**src/rtl/serial_rx_pkg.sv**
```systemverilog
// Shared types and helpers for the serial receive framer.
package serial_rx_pkg;

   // Receiver state encoding
   typedef enum logic [1:0] {
      IDLE  = 2'd0,
      START = 2'd1,
      DATA  = 2'd2,
      STOP  = 2'd3
   } rx_state_t;

   // Default frame geometry (matches the downstream fifo word width)
   localparam int DEF_DATA_W       = 10;
   localparam int DEF_CLKS_PER_BIT = 16;
   localparam int DEF_HALF_BIT     = DEF_CLKS_PER_BIT / 2;

   // Number of clocks from the start edge to the middle of a bit
   function automatic int half_bit(input int clks_per_bit);
      return clks_per_bit / 2;
   endfunction

endpackage

```
**src/rtl/sync_2ff.sv**
```systemverilog
// Generic two-flop synchroniser with a caller-supplied reset value.
module sync_2ff #(
   parameter int WIDTH = 1
) (
   input  logic             i_clk,
   input  logic             i_rst,
   input  logic [WIDTH-1:0] i_rst_val,
   input  logic [WIDTH-1:0] i_d,
   output logic [WIDTH-1:0] o_q
);

   logic [WIDTH-1:0] r_meta;
   logic [WIDTH-1:0] r_sync;

   // Two-stage capture of the asynchronous input; reset loads the idle value
   always_ff @(posedge i_clk) begin
      if (i_rst) begin
         r_meta <= i_rst_val;
         r_sync <= i_rst_val;
      end else begin
         r_meta <= i_d;
         r_sync <= r_meta;
      end
   end

   assign o_q = r_sync;

endmodule

```
**src/rtl/serial_rx_framer.sv**
```systemverilog
// Serial receiver: 1 start bit, DATA_W data bits LSB first, 1 stop bit.
// Completed frames are pushed into a downstream fifo unless it is full;
// framing errors and dropped frames are flagged with one-cycle pulses.
module serial_rx_framer
   import serial_rx_pkg::*;
#(
   parameter int DATA_W       = DEF_DATA_W,
   parameter int CLKS_PER_BIT = DEF_CLKS_PER_BIT
) (
   input  logic              clock,
   input  logic              rst,
   input  logic              rx,
   input  logic              full,
   output logic              push,
   output logic [DATA_W-1:0] data_out,
   output logic              busy,
   output logic              frame_err,
   output logic              overrun
);

   localparam int TMR_W = $clog2(CLKS_PER_BIT);
   localparam int IDX_W = $clog2(DATA_W);

   // Terminal counts compared explicitly so neither counter ever wraps
   localparam logic [TMR_W-1:0] TMR_LAST  = TMR_W'(CLKS_PER_BIT - 1);
   localparam logic [TMR_W-1:0] HALF_LAST = TMR_W'(half_bit(CLKS_PER_BIT) - 1);
   localparam logic [IDX_W-1:0] IDX_LAST  = IDX_W'(DATA_W - 1);
   localparam logic [TMR_W-1:0] TMR_ZERO  = {TMR_W{1'b0}};
   localparam logic [TMR_W-1:0] TMR_ONE   = TMR_W'(1);
   localparam logic [IDX_W-1:0] IDX_ZERO  = {IDX_W{1'b0}};
   localparam logic [IDX_W-1:0] IDX_ONE   = IDX_W'(1);

   generate
      if ((CLKS_PER_BIT < 4) || ((CLKS_PER_BIT % 2) != 0)) begin : g_bad_clks
         $error("serial_rx_framer: CLKS_PER_BIT must be even and at least 4");
      end
   endgenerate

   // Synchronised line
   logic              w_rx_s;

   // State and datapath registers
   rx_state_t         r_state;
   logic [TMR_W-1:0]  r_tmr;
   logic [IDX_W-1:0]  r_idx;
   logic [DATA_W-1:0] r_shift;
   logic              r_push;
   logic [DATA_W-1:0] r_data_out;
   logic              r_busy;
   logic              r_frame_err;
   logic              r_overrun;

   // Next-state values
   rx_state_t         w_state_nxt;
   logic [TMR_W-1:0]  w_tmr_nxt;
   logic [IDX_W-1:0]  w_idx_nxt;
   logic [DATA_W-1:0] w_shift_nxt;
   logic              w_push_nxt;
   logic [DATA_W-1:0] w_data_nxt;
   logic              w_frame_err_nxt;
   logic              w_overrun_nxt;

   // The synchroniser resets to 1 so the line looks idle after reset
   sync_2ff #(
      .WIDTH (1)
   ) u_rx_sync (
      .i_clk     (clock),
      .i_rst     (rst),
      .i_rst_val (1'b1),
      .i_d       (rx),
      .o_q       (w_rx_s)
   );

   // Next-state, bit timing, data capture and stop-bit outcome decode
   always_comb begin
      w_state_nxt     = r_state;
      w_tmr_nxt       = r_tmr;
      w_idx_nxt       = r_idx;
      w_shift_nxt     = r_shift;
      w_push_nxt      = 1'b0;
      w_data_nxt      = r_data_out;
      w_frame_err_nxt = 1'b0;
      w_overrun_nxt   = 1'b0;

      case (r_state)
         IDLE: begin
            w_tmr_nxt = TMR_ZERO;
            w_idx_nxt = IDX_ZERO;
            if (w_rx_s == 1'b0) begin
               w_state_nxt = START;
            end else begin
               w_state_nxt = IDLE;
            end
         end

         START: begin
            if (r_tmr == HALF_LAST) begin
               w_tmr_nxt = TMR_ZERO;
               w_idx_nxt = IDX_ZERO;
               if (w_rx_s == 1'b1) begin
                  // Line went back high before mid-start: a glitch, not a frame
                  w_state_nxt = IDLE;
               end else begin
                  w_state_nxt = DATA;
               end
            end else begin
               w_tmr_nxt = r_tmr + TMR_ONE;
            end
         end

         DATA: begin
            if (r_tmr == TMR_LAST) begin
               w_tmr_nxt   = TMR_ZERO;
               // Shifting in from the top leaves bit 0 in the LSB after DATA_W samples
               w_shift_nxt = {w_rx_s, r_shift[DATA_W-1:1]};
               if (r_idx == IDX_LAST) begin
                  w_idx_nxt   = IDX_ZERO;
                  w_state_nxt = STOP;
               end else begin
                  w_idx_nxt = r_idx + IDX_ONE;
               end
            end else begin
               w_tmr_nxt = r_tmr + TMR_ONE;
            end
         end

         STOP: begin
            if (r_tmr == TMR_LAST) begin
               // Leave at mid-stop so an immediately following start edge is caught
               w_tmr_nxt   = TMR_ZERO;
               w_state_nxt = IDLE;
               if (w_rx_s == 1'b0) begin
                  w_frame_err_nxt = 1'b1;
               end else if (full == 1'b1) begin
                  w_overrun_nxt = 1'b1;
               end else begin
                  w_push_nxt = 1'b1;
                  w_data_nxt = r_shift;
               end
            end else begin
               w_tmr_nxt = r_tmr + TMR_ONE;
            end
         end

         default: begin
            w_state_nxt = IDLE;
            w_tmr_nxt   = TMR_ZERO;
            w_idx_nxt   = IDX_ZERO;
         end
      endcase
   end

   // State, counters, shift register and registered outputs
   always_ff @(posedge clock) begin
      if (rst) begin
         r_state     <= IDLE;
         r_tmr       <= TMR_ZERO;
         r_idx       <= IDX_ZERO;
         r_shift     <= {DATA_W{1'b0}};
         r_push      <= 1'b0;
         r_data_out  <= {DATA_W{1'b0}};
         r_busy      <= 1'b0;
         r_frame_err <= 1'b0;
         r_overrun   <= 1'b0;
      end else begin
         r_state     <= w_state_nxt;
         r_tmr       <= w_tmr_nxt;
         r_idx       <= w_idx_nxt;
         r_shift     <= w_shift_nxt;
         r_push      <= w_push_nxt;
         r_data_out  <= w_data_nxt;
         r_busy      <= (w_state_nxt != IDLE);
         r_frame_err <= w_frame_err_nxt;
         r_overrun   <= w_overrun_nxt;
      end
   end

   assign push      = r_push;
   assign data_out  = r_data_out;
   assign busy      = r_busy;
   assign frame_err = r_frame_err;
   assign overrun   = r_overrun;

endmodule

```
**config.mk**
```make
export PLATFORM = sky130hd
export DESIGN_NAME = serial_rx_framer
export DESIGN_NICKNAME = d
export VERILOG_FILES = /design/src/rtl/serial_rx_pkg.sv /design/src/rtl/sync_2ff.sv /design/src/rtl/serial_rx_framer.sv
export SDC_FILE = /design/constraint.sdc
export NUM_CORES = 1
export LEC_CHECK = 0
export BUFFER_PORTS_ARGS = -buffer_cell sky130_fd_sc_hd__buf_4
export CORE_MARGIN = 1
export CORE_UTILIZATION = 60
export CTS_CLUSTER_SIZE = 28
export DETAILED_ROUTE_END_ITERATION = 8
export PLACE_DENSITY_LB_ADDON = 0.05
export SKIP_CTS_REPAIR_TIMING = 1
export SYNTH_ARGS = -nofsm -noshare
export SYNTH_HDL_FRONTEND = slang
export SYNTH_SLANG_ARGS = --single-unit
```
**constraint.sdc**
```tcl
create_clock -name clock -period 2.35 [get_ports clock]
set_input_delay 0.235 -clock clock [delete_from_list [all_inputs] [get_ports clock]]
set_output_delay 0.235 -clock clock [all_outputs]
set_load 0.02 [all_outputs]
```
==> results_dict.tcl, run 1 <==
set metrics [dict create \
    post_synthesis_sequential_area_ratio_pct 46.6 \
    fp.dieArea_sq_um 2790 \
    proportion_of_layout_cells_with_a_drive_suffix_above_1_pct 17.8 \
    clock_tree.htree_level_count 2 \
    report.final.setup_viol 0 \
    tritoncts "built" \
    core_sq_um 2450 \
    synth_top_area_cell "sky130_fd_sc_hd__dfxtp_1" \
    cap_viol_max_count 0 \
    die_h_um 52.8 \
    yosysWarnings 0 \
    synthesis.area_per_instance_sq_um 9.05 \
    hold_start "rx" \
    placement.cell_area_sq_um 1660 \
    synth-async-reset-ratio_pct 0 \
    worst_ir_drop_vdd_mv 0.495 \
    worst_path_setup_slack_after_routing_ns 0.602 \
    route.detailed.wl_per_inst_um 13.4 \
    grt_antenna_before_repair 0 \
    hpwlAfterDp_mm 2.05 \
    number_of_search_and_repair_iterations_in_the_first_detailed_routing_pass 4 \
    placement.setup.worst_slack_ns 0.616 \
    clkLatencyLatePin_ns 0.33 \
    worst-setup-path-type "flop to flop" \
    syn_area_sq_um 1550 \
    drt.antenna.violating_nets 0 \
    fmax_mhz 572 \
    regToRegSetupSlack_ns 0.60 \
    finalCriticalPeriod_ns 1.75 \
    power.total_mw 0.952 \
    yosys.cell_count.top_type "sky130_fd_sc_hd__dfxtp_1" \
    worst_slew_margin_rel_pct 59.9 \
    areaGrowthSynthToFinish_pct 10.1 \
    remaining_drc_errors 0 \
    slowest_stage "sky130_fd_sc_hd__and3_1" \
    postSynth.topFlopCell "sky130_fd_sc_hd__dfxtp_1" \
    min_to "u_rx_sync.r_meta" \
    first_global_vias 1061 \
    fin_worst_hold_slack_ns 0.0848 \
    hold_path.class "primary input to flop" \
    setup_repair_after_global_routing_missed_its_margin "no" \
    critPathArrivalTime_ns 2.01 \
    start_util_pct 63.0 \
    postRouteWirelength_mm 2.89 \
    outcome "complete, no violations" \
    die_width_um 52.8 \
    place_congestion 0.779 \
    worst_pin_slew_ns 0.602 \
    grt_pass1_wl_mm 4.61 \
    placement.io_buffers 17 \
    share_of_the_synthesized_area_in_the_top_cell_type_pct 46.6 \
    root_buffer "sky130_fd_sc_hd__clkbuf_4" \
    reg2reg_from "r_tmr[0]" \
    timing.final.hold_violations 0 \
    via_count 1238 \
    slew_violations 0 \
    drt-vias-per-instance 5.76 \
    n_antenna_cell 0 \
    timing.critical_path.slowest_cell_delay_ns 0.59 \
    ff2ff_path_depth 4 \
    synth_top_cells_by_area "sky130_fd_sc_hd__dfxtp_1 (47%), sky130_fd_sc_hd__mux2i_1 (7.8%), sky130_fd_sc_hd__nand2_1 (6.1%), sky130_fd_sc_hd__nand3_1 (4.5%), sky130_fd_sc_hd__a21oi_1 (4.2%)" \
    final_cell_area_sq_um 1700 \
    netlist-cell-type-count 36 \
    floorplan_row_count 18 \
    holdPathStages 2 \
    r2r-end "push" \
    path_clk_slew_ns 0.10 \
    crit_path_end_kind "flop" \
    postSynthRegisterBits 36 \
    critPathLaunchType "flop" \
    static-leakage-power_nw 0.595 \
    cts_inserted_buffers 5 \
    grtUsageTotal_pct 23.3 \
    crit_path_max_fanout 17 \
    final_nets 192 \
    synthesis.instances 171 \
    number_of_synthesized_flops_with_an_enable_pin 0 \
    synth.net_count 178 \
    i_o_pins 18 \
    tritoncts_num_sinks 36 \
    critical_path_required_ns 2.62 \
    cts.path.max_buffers 2 \
    grt_start_max_net_pins 24 \
    ys_top_cells_by_count "sky130_fd_sc_hd__dfxtp_1 (36), sky130_fd_sc_hd__nand2_1 (25), sky130_fd_sc_hd__nand3_1 (14)" \
    layout.filler_cells 205 \
    post-route-period-util_pct 74.4 \
    pwr_density_cell_nw_per_um2 559 \
    detailedRoute.firstIterationViolations 29 \
    timing.setup.tns_ns 0 \
    finalClockSkew_ns 0.00547 \
    crit_chain "ha_1 > and3_1 > nand3_1 > nor3_1" \
    globalRouteOverflowTotal 0 \
]
## worst max-delay path, delay by kind of cell, from the launching register on
family | cells | cell delay [ns]
adders and majority gates | 1 | 0.30
and+or+nand+nor | 3 | 1.00
DFF | 1 | 0.38
## state kept, by name, summed over array words and instances (netlist names)
name              count
data_out             10
r_shift              10
r_idx                 4
r_tmr                 4
r_state               2
busy                  1
frame_err             1
overrun               1
push                  1
u_rx_sync.o_q         1
u_rx_sync.r_meta      1
## kinds of logic (layout without fill, tap and decap cells)
family                   after synthesis  after routing  synth area share, %
AND/OR/NAND/NOR                       65             65                 22.1
AO/OA/AOI/OAI                         34             34                 13.8
XOR/XNOR                               2              2                 1.13
adder cells (fa/ha/maj)                3              3                 2.43
multiplexers                          12             12                 7.76
flip-flops                            36             36                 46.6
buffers and inverters                 19             33                 6.22
## final cells by class
| type | count | area (sq um) | area share, % |
|---|---|---|---|
| multi-input cells | 116 | 731 | 42.9 |
| flip-flops and latches | 36 | 721 | 42.3 |
| repair buffers | 19 | 143 | 8.37 |
| clock buffers | 6 | 41.3 | 2.42 |
| well taps | 30 | 37.5 | 2.20 |
| inverters | 7 | 26.3 | 1.54 |
| clock inverters | 1 | 5.00 | 0.294 |
## how the worst max path moves through the flow
stage,from,to,slack (ns)
floorplan,r_tmr[0],data_out[0],0.99
global placement,r_tmr[0],push,0.69
detailed placement,r_tmr[0],push,0.62
CTS,r_tmr[0],push,0.60
global route,r_tmr[0],frame_err,0.43
finish,r_tmr[0],push,0.60
## metal layers
layer / GRT usage (%) / wire, um / part of all wire, %
met3: 5.22 / 129 / 4.5
met5: 0 / 0 / 0
met1: 28.7 / 1320 / 46
met4: 11.8 / 53 / 1.8
met2: 37.6 / 1390 / 48
## metrics by stage
| step | instances | util, % |
|---|---|---|
| 5_1_grt | 215 | 69.4 |
| 6_report | 215 | 69.4 |
| 3_3_place_gp | 208 | 67.5 |
| 2_1_floorplan | 171 | - |
| 4_1_cts | 215 | 69.4 |
| 3_5_place_dp | 208 | 67.5 |
## report_power, final
group / leakage [nW] / switching [mW] / internal, mW
logic: 0.276 / 0.0210 / 0.0126
clock network: 0.0281 / 0.189 / 0.110
registers: 0.291 / 0.00554 / 0.614
total: 0.595 / 0.216 / 0.736
## cell usage in the layout, fill, tap and decap left out, types with 2 or more instances in the layout
cell	instances
sky130_fd_sc_hd__mux2i_1	12
sky130_fd_sc_hd__o211ai_1	2
sky130_fd_sc_hd__ha_1	3
sky130_fd_sc_hd__nor3_1	5
sky130_fd_sc_hd__xnor2_1	2
sky130_fd_sc_hd__a21oi_1	13
sky130_fd_sc_hd__nand4_1	2
sky130_fd_sc_hd__buf_4	19
sky130_fd_sc_hd__nand3_1	14
sky130_fd_sc_hd__or2_2	3
sky130_fd_sc_hd__inv_1	7
sky130_fd_sc_hd__nand2b_1	3
sky130_fd_sc_hd__nand3b_1	3
sky130_fd_sc_hd__a2111oi_2	2
sky130_fd_sc_hd__and3_1	2
sky130_fd_sc_hd__clkbuf_4	5
sky130_fd_sc_hd__nand2_1	25
sky130_fd_sc_hd__dfxtp_1	36
sky130_fd_sc_hd__o21ai_0	11
Power figures use the tool's default switching activity.
==> run 2, diff against run 1 <==
CORE_UTILIZATION = 56   (was 60)
clock period = 1.63 ns   (was 2.35 ns; I/O delays follow)
==> run 2 against run 1 <==
Clock skew shrank 0.00086 ns. Via count grew 1.6%. Critical path depth grew 1. Worst hold slack lost 0.073 ns. Setup slack lost 0.43 ns. Largest cell class unchanged. Sequential cell count is the same. Routed wire length grew 6.5%.
==> results_dict.tcl, run 2 (synthesis results as in run 1) <==
set metrics [dict create \
    outcome "complete, no violations" \
    grtUsageTotal_pct 24.4 \
    final_cell_area_sq_um 1740 \
    grt_start_max_net_pins 24 \
    clock_tree.htree_level_count 2 \
    postRouteWirelength_mm 3.08 \
    grt_pass1_wl_mm 5.05 \
    tritoncts_num_sinks 36 \
    cap_viol_max_count 0 \
    drt.antenna.violating_nets 0 \
    worst-setup-path-type "flop to flop" \
    hpwlAfterDp_mm 2.17 \
    detailedRoute.firstIterationViolations 34 \
    cts_inserted_buffers 5 \
    globalRouteOverflowTotal 0 \
    final_cell_mix "sky130_fd_sc_hd__dfxtp_1 (36), sky130_fd_sc_hd__nand2_1 (25), sky130_fd_sc_hd__buf_4 (21), sky130_fd_sc_hd__nand3_1 (14), sky130_fd_sc_hd__a21oi_1 (13)" \
    number_of_search_and_repair_iterations_in_the_first_detailed_routing_pass 4 \
    report.final.setup_viol 0 \
    crit_path_max_fanout 10 \
    timing.final.hold_violations 0 \
    critPathLaunchType "flop" \
    finalCriticalPeriod_ns 1.46 \
    finalClockSkew_ns 0.00461 \
    proportion_of_layout_cells_with_a_drive_suffix_above_1_pct 19.7 \
    areaGrowthSynthToFinish_pct 12.6 \
    worst_ir_drop_vdd_mv 0.627 \
    first_global_vias 1131 \
    power_frac_seq_pct 64.5 \
    p_switching_mw 0.318 \
    final_nets 195 \
    tritoncts "built" \
    power.share.combinational_pct 3.8 \
    worst_pin_slew_ns 0.417 \
    clockPowerShare_pct 31.7 \
    via_count 1258 \
    setup_repair_after_global_routing_missed_its_margin "no" \
    fin_worst_hold_slack_ns 0.0116 \
    die_width_um 54.6 \
    power.total_mw 1.38 \
    timing.setup.tns_ns 0 \
    fmax_mhz 684 \
    core_sq_um 2540 \
    placement.cell_area_sq_um 1680 \
    layout.filler_cells 220 \
    drt-vias-per-instance 5.77 \
    route.detailed.wl_per_inst_um 14.1 \
    worst_slew_margin_rel_pct 72.1 \
    static-leakage-power_nw 0.607 \
    start_util_pct 60.8 \
    critical_path_required_ns 1.90 \
    fp.dieArea_sq_um 2980 \
    hold_path.class "primary input to flop" \
    root_buffer "sky130_fd_sc_hd__clkbuf_4" \
    internal_power_mw 1.06 \
    place_congestion 0.825 \
    cts.path.max_buffers 2 \
    path_clk_slew_ns 0.10 \
    n_antenna_cell 0 \
    die_h_um 54.6 \
    p_sw_share_pct 23.0 \
    grt_antenna_before_repair 0 \
    pwr_density_cell_nw_per_um2 793 \
    critPathArrivalTime_ns 1.73 \
    crit_path_end_kind "flop" \
    remaining_drc_errors 0 \
    i_o_pins 18 \
    post-route-period-util_pct 89.7 \
    clkLatencyLatePin_ns 0.34 \
    slew_violations 0 \
    placement.io_buffers 17 \
    floorplan_row_count 18 \
    mostFrequentLayoutCell "sky130_fd_sc_hd__dfxtp_1" \
]
## run 2: layout make-up
cell class / count / area [sq um] / area share, %
Clock inverter: 1 / 5.00 / 0.287
Timing Repair Buffer: 22 / 169 / 9.69
Tap cell: 30 / 37.5 / 2.15
Inverter: 7 / 26.3 / 1.51
Multi-Input combinational cell: 116 / 743 / 42.6
Sequential cell: 36 / 721 / 41.3
Clock buffer: 6 / 41.3 / 2.37
## run 2: worst paths after layout
kind	slack, ns	endpoint	start	cells past startpoint
max	0.17	data_out[0]	r_tmr[0]	5
min	0.01	u_rx_sync.r_meta	rx	2
max reg2reg	0.17	data_out[0]	r_tmr[0]	5
min reg2reg	0.42	u_rx_sync.o_q	u_rx_sync.r_meta	1
## run 2: critical path, cell delays in order, from the launching register on
cell and delay, ns:
sky130_fd_sc_hd__dfxtp_1 0.43, sky130_fd_sc_hd__ha_4 0.20, sky130_fd_sc_hd__nand3_2 0.14, sky130_fd_sc_hd__nor3_2 0.22, sky130_fd_sc_hd__buf_6 0.19, sky130_fd_sc_hd__mux2i_1 0.21
## run 2: stage by stage
step	setup WS (ns)	cells	utilization (%)
2_1_floorplan	0.267	171	-
3_3_place_gp	0.164	211	66.0
3_5_place_dp	0.0568	211	66.0
4_1_cts	0.0437	218	67.8
5_1_grt	0.0356	218	68.5
6_report	0.168	218	68.5
## run 2: routing by layer
metal	up-vias	track usage (%)	routed length, um
li1	630	-	-
met1	582	31.5	1440
met2	39	36.2	1410
met3	7	8.33	181
met4	0	11.5	50
met5	-	0	0
## run 2: power by group through the flow
stage	Sequential [mW]	Combinational (mW)	Clock [mW]
final	0.891	0.0522	0.438
after global routing	0.893	0.0580	0.488
after CTS	0.891	0.0523	0.452
after detailed placement	0.911	0.0521	0
after global placement	0.911	0.0511	0
after floorplan	0.910	0.0344	0
